**config.mk**
```make
export PLATFORM = sky130hd
export DESIGN_NAME = serial_wide_adder_flat
export DESIGN_NICKNAME = d
export VERILOG_FILES = /design/src/rtl/serial_wide_adder_pkg.sv /design/src/rtl/serial_wide_adder_if.sv /design/src/rtl/serial_wide_adder_cla.sv /design/src/rtl/serial_wide_adder.sv /design/src/flat_wrapper.sv
export SDC_FILE = /design/constraint.sdc
export NUM_CORES = 1
export LEC_CHECK = 0
export ABC_AREA = 1
export CAP_MARGIN = 20
export CORE_MARGIN = 3
export CORE_UTILIZATION = 40
export CTS_BUF_LIST = sky130_fd_sc_hd__clkbuf_4 sky130_fd_sc_hd__clkbuf_8
export DETAILED_ROUTE_END_ITERATION = 10
export PLACE_DENSITY_LB_ADDON = 0.15
export SLEW_MARGIN = 15
export SYNTH_ARGS = -nofsm -noshare
export SYNTH_HDL_FRONTEND = slang
export SYNTH_SLANG_ARGS = --single-unit
```
**constraint.sdc**
```tcl
create_clock -name clk -period 3.9 [get_ports clk]
set_input_delay 0.585 -clock clk [delete_from_list [all_inputs] [get_ports clk]]
set_output_delay 0.585 -clock clk [all_outputs]
set_load 0.01 [all_outputs]
```
**src/rtl/serial_wide_adder_pkg.sv**
```systemverilog
// Shared definitions for the byte-serial wide adder: byte width, FSM states
// and the byte-index width helper.
package serial_add_pkg;

    localparam int BYTE_W = 8;

    typedef enum logic [1:0] {
        IDLE = 2'd0,
        RUN  = 2'd1,
        DONE = 2'd2
    } state_t;

    // A single-byte build would still need a 1-bit index register.
    function automatic int idx_width(input int nbytes);
        return (nbytes > 1) ? $clog2(nbytes) : 1;
    endfunction

endpackage

```
**src/rtl/serial_wide_adder_if.sv**
```systemverilog
// Operand request and result handshakes of the byte-serial wide adder.
// Port ovf exists only when SERIAL_ADD_OVF_EN is defined.
interface serial_wide_adder_if #(
    parameter int NBYTES = 4
);
    localparam int W = serial_add_pkg::BYTE_W * NBYTES;

    logic         in_valid;
    logic         in_ready;
    logic [W-1:0] a;
    logic [W-1:0] b;
    logic         cin;
    logic         out_valid;
    logic         out_ready;
    logic [W-1:0] sum;
    logic         cout;
`ifdef SERIAL_ADD_OVF_EN
    logic         ovf;
`endif

    modport master (
        output in_valid, a, b, cin, out_ready,
        input  in_ready, out_valid, sum, cout
`ifdef SERIAL_ADD_OVF_EN
        , input ovf
`endif
    );

    modport slave (
        input  in_valid, a, b, cin, out_ready,
        output in_ready, out_valid, sum, cout
`ifdef SERIAL_ADD_OVF_EN
        , output ovf
`endif
    );

endinterface

```
**src/rtl/serial_wide_adder_cla.sv**
```systemverilog
// Combinational 8-bit adder built from a per-bit propagate/generate carry chain.
module cla_add8 (
    input  logic [7:0] a8,
    input  logic [7:0] b8,
    input  logic       ci,
    output logic [7:0] s8,
    output logic       co
);

    logic [7:0] p;
    logic [7:0] g;
    logic [8:0] c;

    assign p = a8 ^ b8;
    assign g = a8 & b8;

    always_comb begin
        c[0] = ci;
        for (int i = 0; i < 8; i++) begin
            c[i+1] = g[i] | (p[i] & c[i]);
        end
    end

    assign s8 = p ^ c[7:0];
    assign co = c[8];

endmodule

```
**src/rtl/serial_wide_adder.sv**
```systemverilog
// Byte-serial wide adder: one 8-bit CLA step per cycle, LSB byte first.
// Optional signed-overflow output enabled by defining SERIAL_ADD_OVF_EN.
module serial_wide_adder
    import serial_add_pkg::*;
#(
    parameter int NBYTES = 4
) (
    input  logic              clk,
    input  logic              rst,
    serial_wide_adder_if.slave bus
);

    localparam int W     = BYTE_W * NBYTES;
    localparam int IDX_W = idx_width(NBYTES);

    state_t             state, state_nxt;
    logic               in_ready, out_valid;
    logic               accept, last_step;

    logic [W-1:0]       a_sh, b_sh, sum_q;
    logic               carry_q, cout_q;
    logic [IDX_W-1:0]   idx_q;
    logic [BYTE_W-1:0]  s8;
    logic               co8;

    assign accept    = bus.in_valid && in_ready;
    assign last_step = (state == RUN) && (idx_q == IDX_W'(NBYTES - 1));

    // Operands shift down one byte per step, so the current byte is always at [7:0].
    cla_add8 u_cla (
        .a8 (a_sh[BYTE_W-1:0]),
        .b8 (b_sh[BYTE_W-1:0]),
        .ci (carry_q),
        .s8 (s8),
        .co (co8)
    );

    always_ff @(posedge clk or posedge rst) begin
        if (rst) begin
            state <= IDLE;
        end else begin
            state <= state_nxt;
        end
    end

    always_comb begin
        state_nxt = state;
        in_ready  = (state == IDLE);
        out_valid = (state == DONE);
        case (state)
            IDLE: if (bus.in_valid)  state_nxt = RUN;
            RUN:  if (last_step)     state_nxt = DONE;
            DONE: if (bus.out_ready) state_nxt = IDLE;
            default:                 state_nxt = IDLE;
        endcase
    end

    always_ff @(posedge clk or posedge rst) begin
        if (rst) begin
            a_sh    <= '0;
            b_sh    <= '0;
            sum_q   <= '0;
            carry_q <= 1'b0;
            cout_q  <= 1'b0;
            idx_q   <= '0;
        end else if (accept) begin
            a_sh    <= bus.a;
            b_sh    <= bus.b;
            sum_q   <= '0;
            carry_q <= bus.cin;
            cout_q  <= 1'b0;
            idx_q   <= '0;
        end else if (state == RUN) begin
            a_sh                         <= a_sh >> BYTE_W;
            b_sh                         <= b_sh >> BYTE_W;
            sum_q[BYTE_W*idx_q +: BYTE_W] <= s8;
            carry_q                      <= co8;
            idx_q                        <= idx_q + IDX_W'(1);
            if (last_step) begin
                cout_q <= co8;
            end
        end
    end

`ifdef SERIAL_ADD_OVF_EN
    logic ovf_q;

    // On the last step the low byte of each shift register is the top operand byte.
    always_ff @(posedge clk or posedge rst) begin
        if (rst) begin
            ovf_q <= 1'b0;
        end else if (accept) begin
            ovf_q <= 1'b0;
        end else if (last_step) begin
            ovf_q <= (a_sh[BYTE_W-1] == b_sh[BYTE_W-1]) && (s8[BYTE_W-1] != a_sh[BYTE_W-1]);
        end
    end

    assign bus.ovf = ovf_q;
`endif

    assign bus.in_ready  = in_ready;
    assign bus.out_valid = out_valid;
    assign bus.sum       = sum_q;
    assign bus.cout      = cout_q;

endmodule

```
**src/flat_wrapper.sv**
```systemverilog
// flat-port wrapper written by rule: the top's interface ports become plain ports
module serial_wide_adder_flat import serial_add_pkg::*;
#(
    parameter int NBYTES = 4
)
  (clk, rst, bus_in_valid, bus_a, bus_b, bus_cin, bus_out_ready, bus_in_ready, bus_out_valid, bus_sum, bus_cout);
  serial_wide_adder_if #(.NBYTES(NBYTES)) bus_i ();
  input  logic clk;
  input  logic rst;
  input wire logic [$bits(bus_i.in_valid)-1:0] bus_in_valid;
  input wire logic [$bits(bus_i.a)-1:0] bus_a;
  input wire logic [$bits(bus_i.b)-1:0] bus_b;
  input wire logic [$bits(bus_i.cin)-1:0] bus_cin;
  input wire logic [$bits(bus_i.out_ready)-1:0] bus_out_ready;
  output wire logic [$bits(bus_i.in_ready)-1:0] bus_in_ready;
  output wire logic [$bits(bus_i.out_valid)-1:0] bus_out_valid;
  output wire logic [$bits(bus_i.sum)-1:0] bus_sum;
  output wire logic [$bits(bus_i.cout)-1:0] bus_cout;
  assign bus_i.in_valid = bus_in_valid;
  assign bus_i.a = bus_a;
  assign bus_i.b = bus_b;
  assign bus_i.cin = bus_cin;
  assign bus_i.out_ready = bus_out_ready;
  assign bus_in_ready = bus_i.in_ready;
  assign bus_out_valid = bus_i.out_valid;
  assign bus_sum = bus_i.sum;
  assign bus_cout = bus_i.cout;
  serial_wide_adder #(.NBYTES(NBYTES)) u_core (.clk(clk), .rst(rst), .bus(bus_i));
endmodule
```
Word-level counts from Yosys, hierarchy flattened
Index checks and enable logic that the tools add are counted.
{"block": "op_classes", "n_bitwise": 19, "n_lt_le_gt_ge": 0, "div_mod_pow": 0, "mux": 18, "n_mul": 0, "shift": 2, "n_reduce_logical": 7, "eq_ne": 6, "add_sub_neg": 2}
{"operator": "$mux W32", "n": 6}
{"operator": "$neg A5 Y34", "n": 1}
{"operator": "$shift A8 B34 Y32 const A", "n": 1}
{"operator": "$shiftx A8 B34 Y32", "n": 1}
{"operator": "$bwmux W32", "n": 1}
{"operator": "$xor A8 B8 Y8", "n": 2}
{"operator": "$mux W2", "n": 5}
{"operator": "$and A1 B1 Y1", "n": 8}
{"operator": "$and A8 B8 Y8", "n": 1}
{"operator": "$or A1 B1 Y1", "n": 8}
{"operator": "$pmux W2 S3", "n": 1}
{"operator": "$mux W1", "n": 5}
{"operator": "$eq A2 B2 Y1 const B", "n": 2}
{"operator": "$ne A2 B2 Y1 const B", "n": 2}
{"operator": "$reduce_bool A2 Y1", "n": 2}
{"operator": "$reduce_and A3 Y1", "n": 1}
{"operator": "$add A2 B1 Y2 const B", "n": 1}
{"operator": "$eq A2 B1 Y1 const B", "n": 1}
{"operator": "$logic_and A1 B1 Y1", "n": 2}
{"operator": "$logic_not A2 Y1", "n": 1}
{"operator": "$ne A2 B1 Y1 const B", "n": 1}
{"operator": "$reduce_and A2 Y1", "n": 1}
{"block": "totals", "mem_bits_rw": 0, "regBits": 102, "wordCells": 61, "latch_bits": 0, "mem_count": 0, "romBits": 0, "output_inout_bits": 35, "inputBits": 69}

Logic depth before layout (Yosys ltp)
{"block": "depth", "depth_word": 20, "ltp_mapped": 14}

Cells and area by module
Synthesis repeated with hierarchy kept, for this count alone.
{"block": "unflattened", "cells_unflattened": 593, "hier_area_um2": 4822.1}
{"mod": "serial_wide_adder", "n_inst": 1, "seq_area_each_um2": 2552.4, "area_per_inst_um2": 4624.4, "cells_per_inst": 575}
{"mod": "cla_add8", "n_inst": 1, "seq_area_each_um2": 0.0, "area_per_inst_um2": 197.7, "cells_per_inst": 18}

Worst setup path after synthesis
OpenSTA, ideal clock, no wires.
{"block": "synth_timing", "path_type": "register to register", "from": "reg u_core.carry_q", "to": "reg u_core.sum_q[15], in the netlist u_core.bus.sum[15]", "stages_incl_launch_ff": 15, "t_required_ps": 3782, "setup_slack_ps": 230, "n_path_buf": 0, "arrival_time_ps": 3553, "period_less_slack_ps": 3670, "path_cell_list": "dfrtp_1 -> fa_1 -> inv_1 -> fa_1 -> fa_1 -> fa_1 -> fa_1 -> fa_1 -> fa_1 -> inv_1 -> fa_1 -> nand3_1 -> nor2_1 -> nand2_1 -> nand2_1"}
{"block": "synth_between", "elab_chain_len": 19}
{"element": "start: declaration", "line": "serial_wide_adder.sv:21", "source": "logic carry_q, cout_q;"}
{"element": "start signal: assignment", "line": "serial_wide_adder.sv:70", "source": "carry_q <= bus.cin;"}
{"element": "start signal: assignment", "line": "serial_wide_adder.sv:77", "source": "carry_q <= co8;"}
{"element": "$and A1 B1 Y1", "line": "serial_wide_adder_cla.sv:20", "source": "c[i+1] = g[i] | (p[i] & c[i]);"}
{"element": "$or A1 B1 Y1", "line": "serial_wide_adder_cla.sv:20"}
{"element": "$and A1 B1 Y1", "line": "serial_wide_adder_cla.sv:20"}
{"element": "$or A1 B1 Y1", "line": "serial_wide_adder_cla.sv:20"}
{"element": "$and A1 B1 Y1", "line": "serial_wide_adder_cla.sv:20"}
{"element": "$or A1 B1 Y1", "line": "serial_wide_adder_cla.sv:20"}
{"element": "$and A1 B1 Y1", "line": "serial_wide_adder_cla.sv:20"}
{"element": "$or A1 B1 Y1", "line": "serial_wide_adder_cla.sv:20"}
{"element": "[... 3 more ...]"}
{"element": "$or A1 B1 Y1", "line": "serial_wide_adder_cla.sv:20"}
{"element": "$and A1 B1 Y1", "line": "serial_wide_adder_cla.sv:20"}
{"element": "$or A1 B1 Y1", "line": "serial_wide_adder_cla.sv:20"}
{"element": "$xor A8 B8 Y8 (*)", "line": "serial_wide_adder_cla.sv:24", "source": "assign s8 = p ^ c[7:0];"}
{"element": "$shiftx A8 B34 Y32 (*)", "line": "serial_wide_adder.sv:76", "source": "sum_q[BYTE_W*idx_q +: BYTE_W] <= s8;"}
{"element": "$bwmux W32 (*)", "line": "serial_wide_adder.sv:76"}
{"element": "$mux W32 (*)", "line": "serial_wide_adder.sv:73", "source": "end else if (state == RUN) begin"}
{"element": "$mux W32 (*)", "line": "serial_wide_adder.sv:66", "source": "end else if (accept) begin"}
{"element": "end signal: assignment", "line": "serial_wide_adder.sv:62", "source": "sum_q <= '0;"}
{"element": "end signal: assignment", "line": "serial_wide_adder.sv:69", "source": "sum_q <= '0;"}
{"element": "end signal: indexed assignment", "line": "serial_wide_adder.sv:76"}
{"element": "end: declaration", "line": "serial_wide_adder.sv:20", "source": "logic [W-1:0] a_sh, b_sh, sum_q;"}
Every way passes the cells marked *; elsewhere a longest branch is shown, timed or not. The select of a mux whose other input is x is not followed.
A chain may end at the register's enable or synchronous reset.

Worst setup path after layout
{"block": "layout_timing", "from": "reg u_core.carry_q", "to": "reg u_core.sum_q[23], in the netlist u_core.bus.sum[23]"}
The elaborated chain is that of the path after synthesis.

==> results.json <==
{
  "power_density_nw_per_um2": 727,
  "synth_area_leader_cell": "dfrtp_1",
  "yosysWarnings": 0,
  "fin_crit_ns": 3.75,
  "tritoncts": "yes",
  "ys_types": 20,
  "netlist_area_um2": 4970,
  "final_util_pct": 52.4,
  "drt_iter0_markers": 339,
  "grt_max_degree": 69,
  "grt_pass1_vias": 4188,
  "cts.reportedPaths.clkPinSlew_ns": 0.09,
  "vias": 4286,
  "routabilityCongestion": 0.872,
  "clkSinkCount": 102,
  "drive_gt1_share_pct": 4.63,
  "final_cell_mix": "233 x nand2_1, 136 x nand3_1, 102 x clkdlybuf4s50_1, 102 x dfrtp_1, 40 x inv_1",
  "relSlewSlack_pct": 40.5,
  "root_buffer": "clkbuf_8",
  "core_area_um2": 12100,
  "wl_mm": 12.4,
  "fin_cells": 880,
  "period_share_pct": 96.1,
  "yosysTopAreaCellShare_pct": 51.3,
  "min_delay_path_depth": 2,
  "rsz0062_at_grt": "no",
  "hold_violations": 0,
  "syn_nets": 707,
  "r2r_cells": 14,
  "synth-adder-area-share_pct": 4.23,
  "synth_top_family_by_area": "simple AND/OR/NAND/NOR gates",
  "synth-compound-area-share_pct": 1.43,
  "clock_latency_ns": 0.36,
  "yosys-top-cells-area": "dfrtp_1 51%, nand2_1 18%, nand3_1 14%, fa_1 3.2%, inv_1 3.1%",
  "status": "finished, final reports clean",
  "avgSynthCellArea_um2": 7.94,
  "die_width_um": 117,
  "setup_tns_ns": 0,
  "htree_levels": 3,
  "die_h_um": 117,
  "cap_violations": 0,
  "io_pins": 104,
  "p_leak_nw": 3.16,
  "num_rows": 40,
  "finalSetupViolations": 0,
  "clockBufferDepth": 2,
  "peakVddDrop_v": 0.000374,
  "max_freq_mhz": 267,
  "nets": 789,
  "synth_mux_area_share_pct": 0,
  "nFillCells": 1182,
  "synthCells": 626,
  "area_growth_pct": 27.1,
  "synthSimpleGateAreaFrac_pct": 35.9,
  "overflow": 0,
  "antenna_found_initial": 2,
  "io_buffers": 103,
  "arrival_ns": 4.00,
  "dieArea_um2": 13800,
  "min_path_type": "reg -> reg",
  "cp-start-kind": "flop",
  "synth-xor-area-share_pct": 0,
  "dr.pass1.iters": 4,
  "required_ns": 4.15,
  "drc": 0,
  "ant_nets": 0,
  "antenna_cells": 0,
  "start_util_pct": 41.2,
  "finalMaxSlewViolations": 0,
  "via_per_inst": 4.87,
  "worstPathMaxFanout": 3,
  "placed_cells": 865,
  "skew_ns": 0.0117,
  "dp_hpwl_mm": 8.59,
  "path_class": "reg -> reg",
  "cts_buffers": 9,
  "synth-seq-cells": 102,
  "wl_per_cell_um": 14.1,
  "ys_seq_area_share_pct": 51.3,
  "grt_pass1_wl_mm": 20.8,
  "setup.worst_path.end_class": "flop",
  "grt_use_total_pct": 18.1,
  "layout_commonest_cell": "nand2_1",
  "timing.hold.ws_ns": 0.476,
  "tightest_slew_ns": 0.889
}
[cell usage after synthesis, drive strengths merged]
master and number:
a21oi 8, dfrtp 102, nand2 233, fa 8, ha 4, buf 28, nor2 38, nand3 138
clkbuf 10, o21ai 4, inv 44, o31ai 1, nand3b 8
[report_power, final]
part           leakage, nW  total, mW  internal, mW  switching, mW
Combinational         1.71       2.15         0.809           1.34
Sequential            1.34       1.70          1.43          0.268
Clock                0.113      0.748         0.378          0.370
Total                 3.16       4.59          2.62           1.98
[cell families (layout without fill, tap and decap cells)]
family,after synthesis,count (layout)
flops,102,102
fa+ha+maj,12,12
compound gates,13,13
simple gates,417,417
buf+inv,82,168
[registers in the layout (all words and copies together), names as in the netlist]
signal           count
u_core.a_sh         32
u_core.b_sh         32
u_core.bus.cout      1
u_core.bus.sum      32
u_core.carry_q       1
u_core.idx_q         2
u_core.state         2
[area by class of cell]
class	instances	area [um2]	share of cell area, %
Inverter	44	168	2.65
Multi-Input combinational cell	442	2080	33.0
Sequential cell	102	2550	40.4
Clock inverter	5	82.6	1.31
Timing Repair Buffer	109	1080	17.2
Clock buffer	10	138	2.18
Tap cell	168	210	3.33
[repair_timing]
item | CTS | global route
hold buffers | 0 | 0
buffers inserted | 0 | 0
setup endpoints to repair | 0 | 4
gates resized for setup | 0 | 3
[per-stage QoR]
step	setup slack (ns)	area, um2	total power, mW
2_1_floorplan	0.230	4970	3.16
3_3_place_gp	0.108	6090	3.81
3_5_place_dp	0.0549	6090	3.86
4_1_cts	0.0111	6310	4.61
5_1_grt	0.0112	6320	4.99
6_report	0.151	6320	4.59
[worst paths after layout]
kind | slack (ns) | end | start
max in group asynchronous | 2.40 | u_core.bus.sum[6]$_DFFE_PP0P_ | rst
hold reg to reg | 0.48 | u_core.b_sh[28]$_DFFE_PP0P_ | u_core.b_sh[28]$_DFFE_PP0P_
setup reg to reg | 0.15 | u_core.bus.sum[23]$_DFFE_PP0P_ | u_core.carry_q$_DFFE_PP0P_
hold / removal | 0.48 | u_core.b_sh[28]$_DFFE_PP0P_ | u_core.b_sh[28]$_DFFE_PP0P_
setup / recovery | 0.15 | u_core.bus.sum[23]$_DFFE_PP0P_ | u_core.carry_q$_DFFE_PP0P_
min in group asynchronous | 0.71 | u_core.bus.sum[20]$_DFFE_PP0P_ | rst
[layer usage]
layer  GRT usage (%)  part of all wire (%)  vias up  wire length [um]
li1                -                     -     2138                 -
met1            24.9                    46     2019              5650
met2            29.0                    47      104              5840
met3            3.56                   5.3       21               656
met4            5.57                   1.9        4               231
met5               0                  0.19        -                23
[worst max-delay path: stages, from the launching register on]
cell and delay (ns):
dfrtp_1 0.39, fa_1 0.19, inv_1 0.05, fa_1 0.38, fa_2 0.36, fa_2 0.36, fa_2 0.35, fa_1 0.38
fa_1 0.36, inv_1 0.08, fa_1 0.43, nand2_1 0.11, nor2_1 0.06, nor2_1 0.09, nor2_1 0.05
Note: power is estimated with default switching activity, not from simulation.
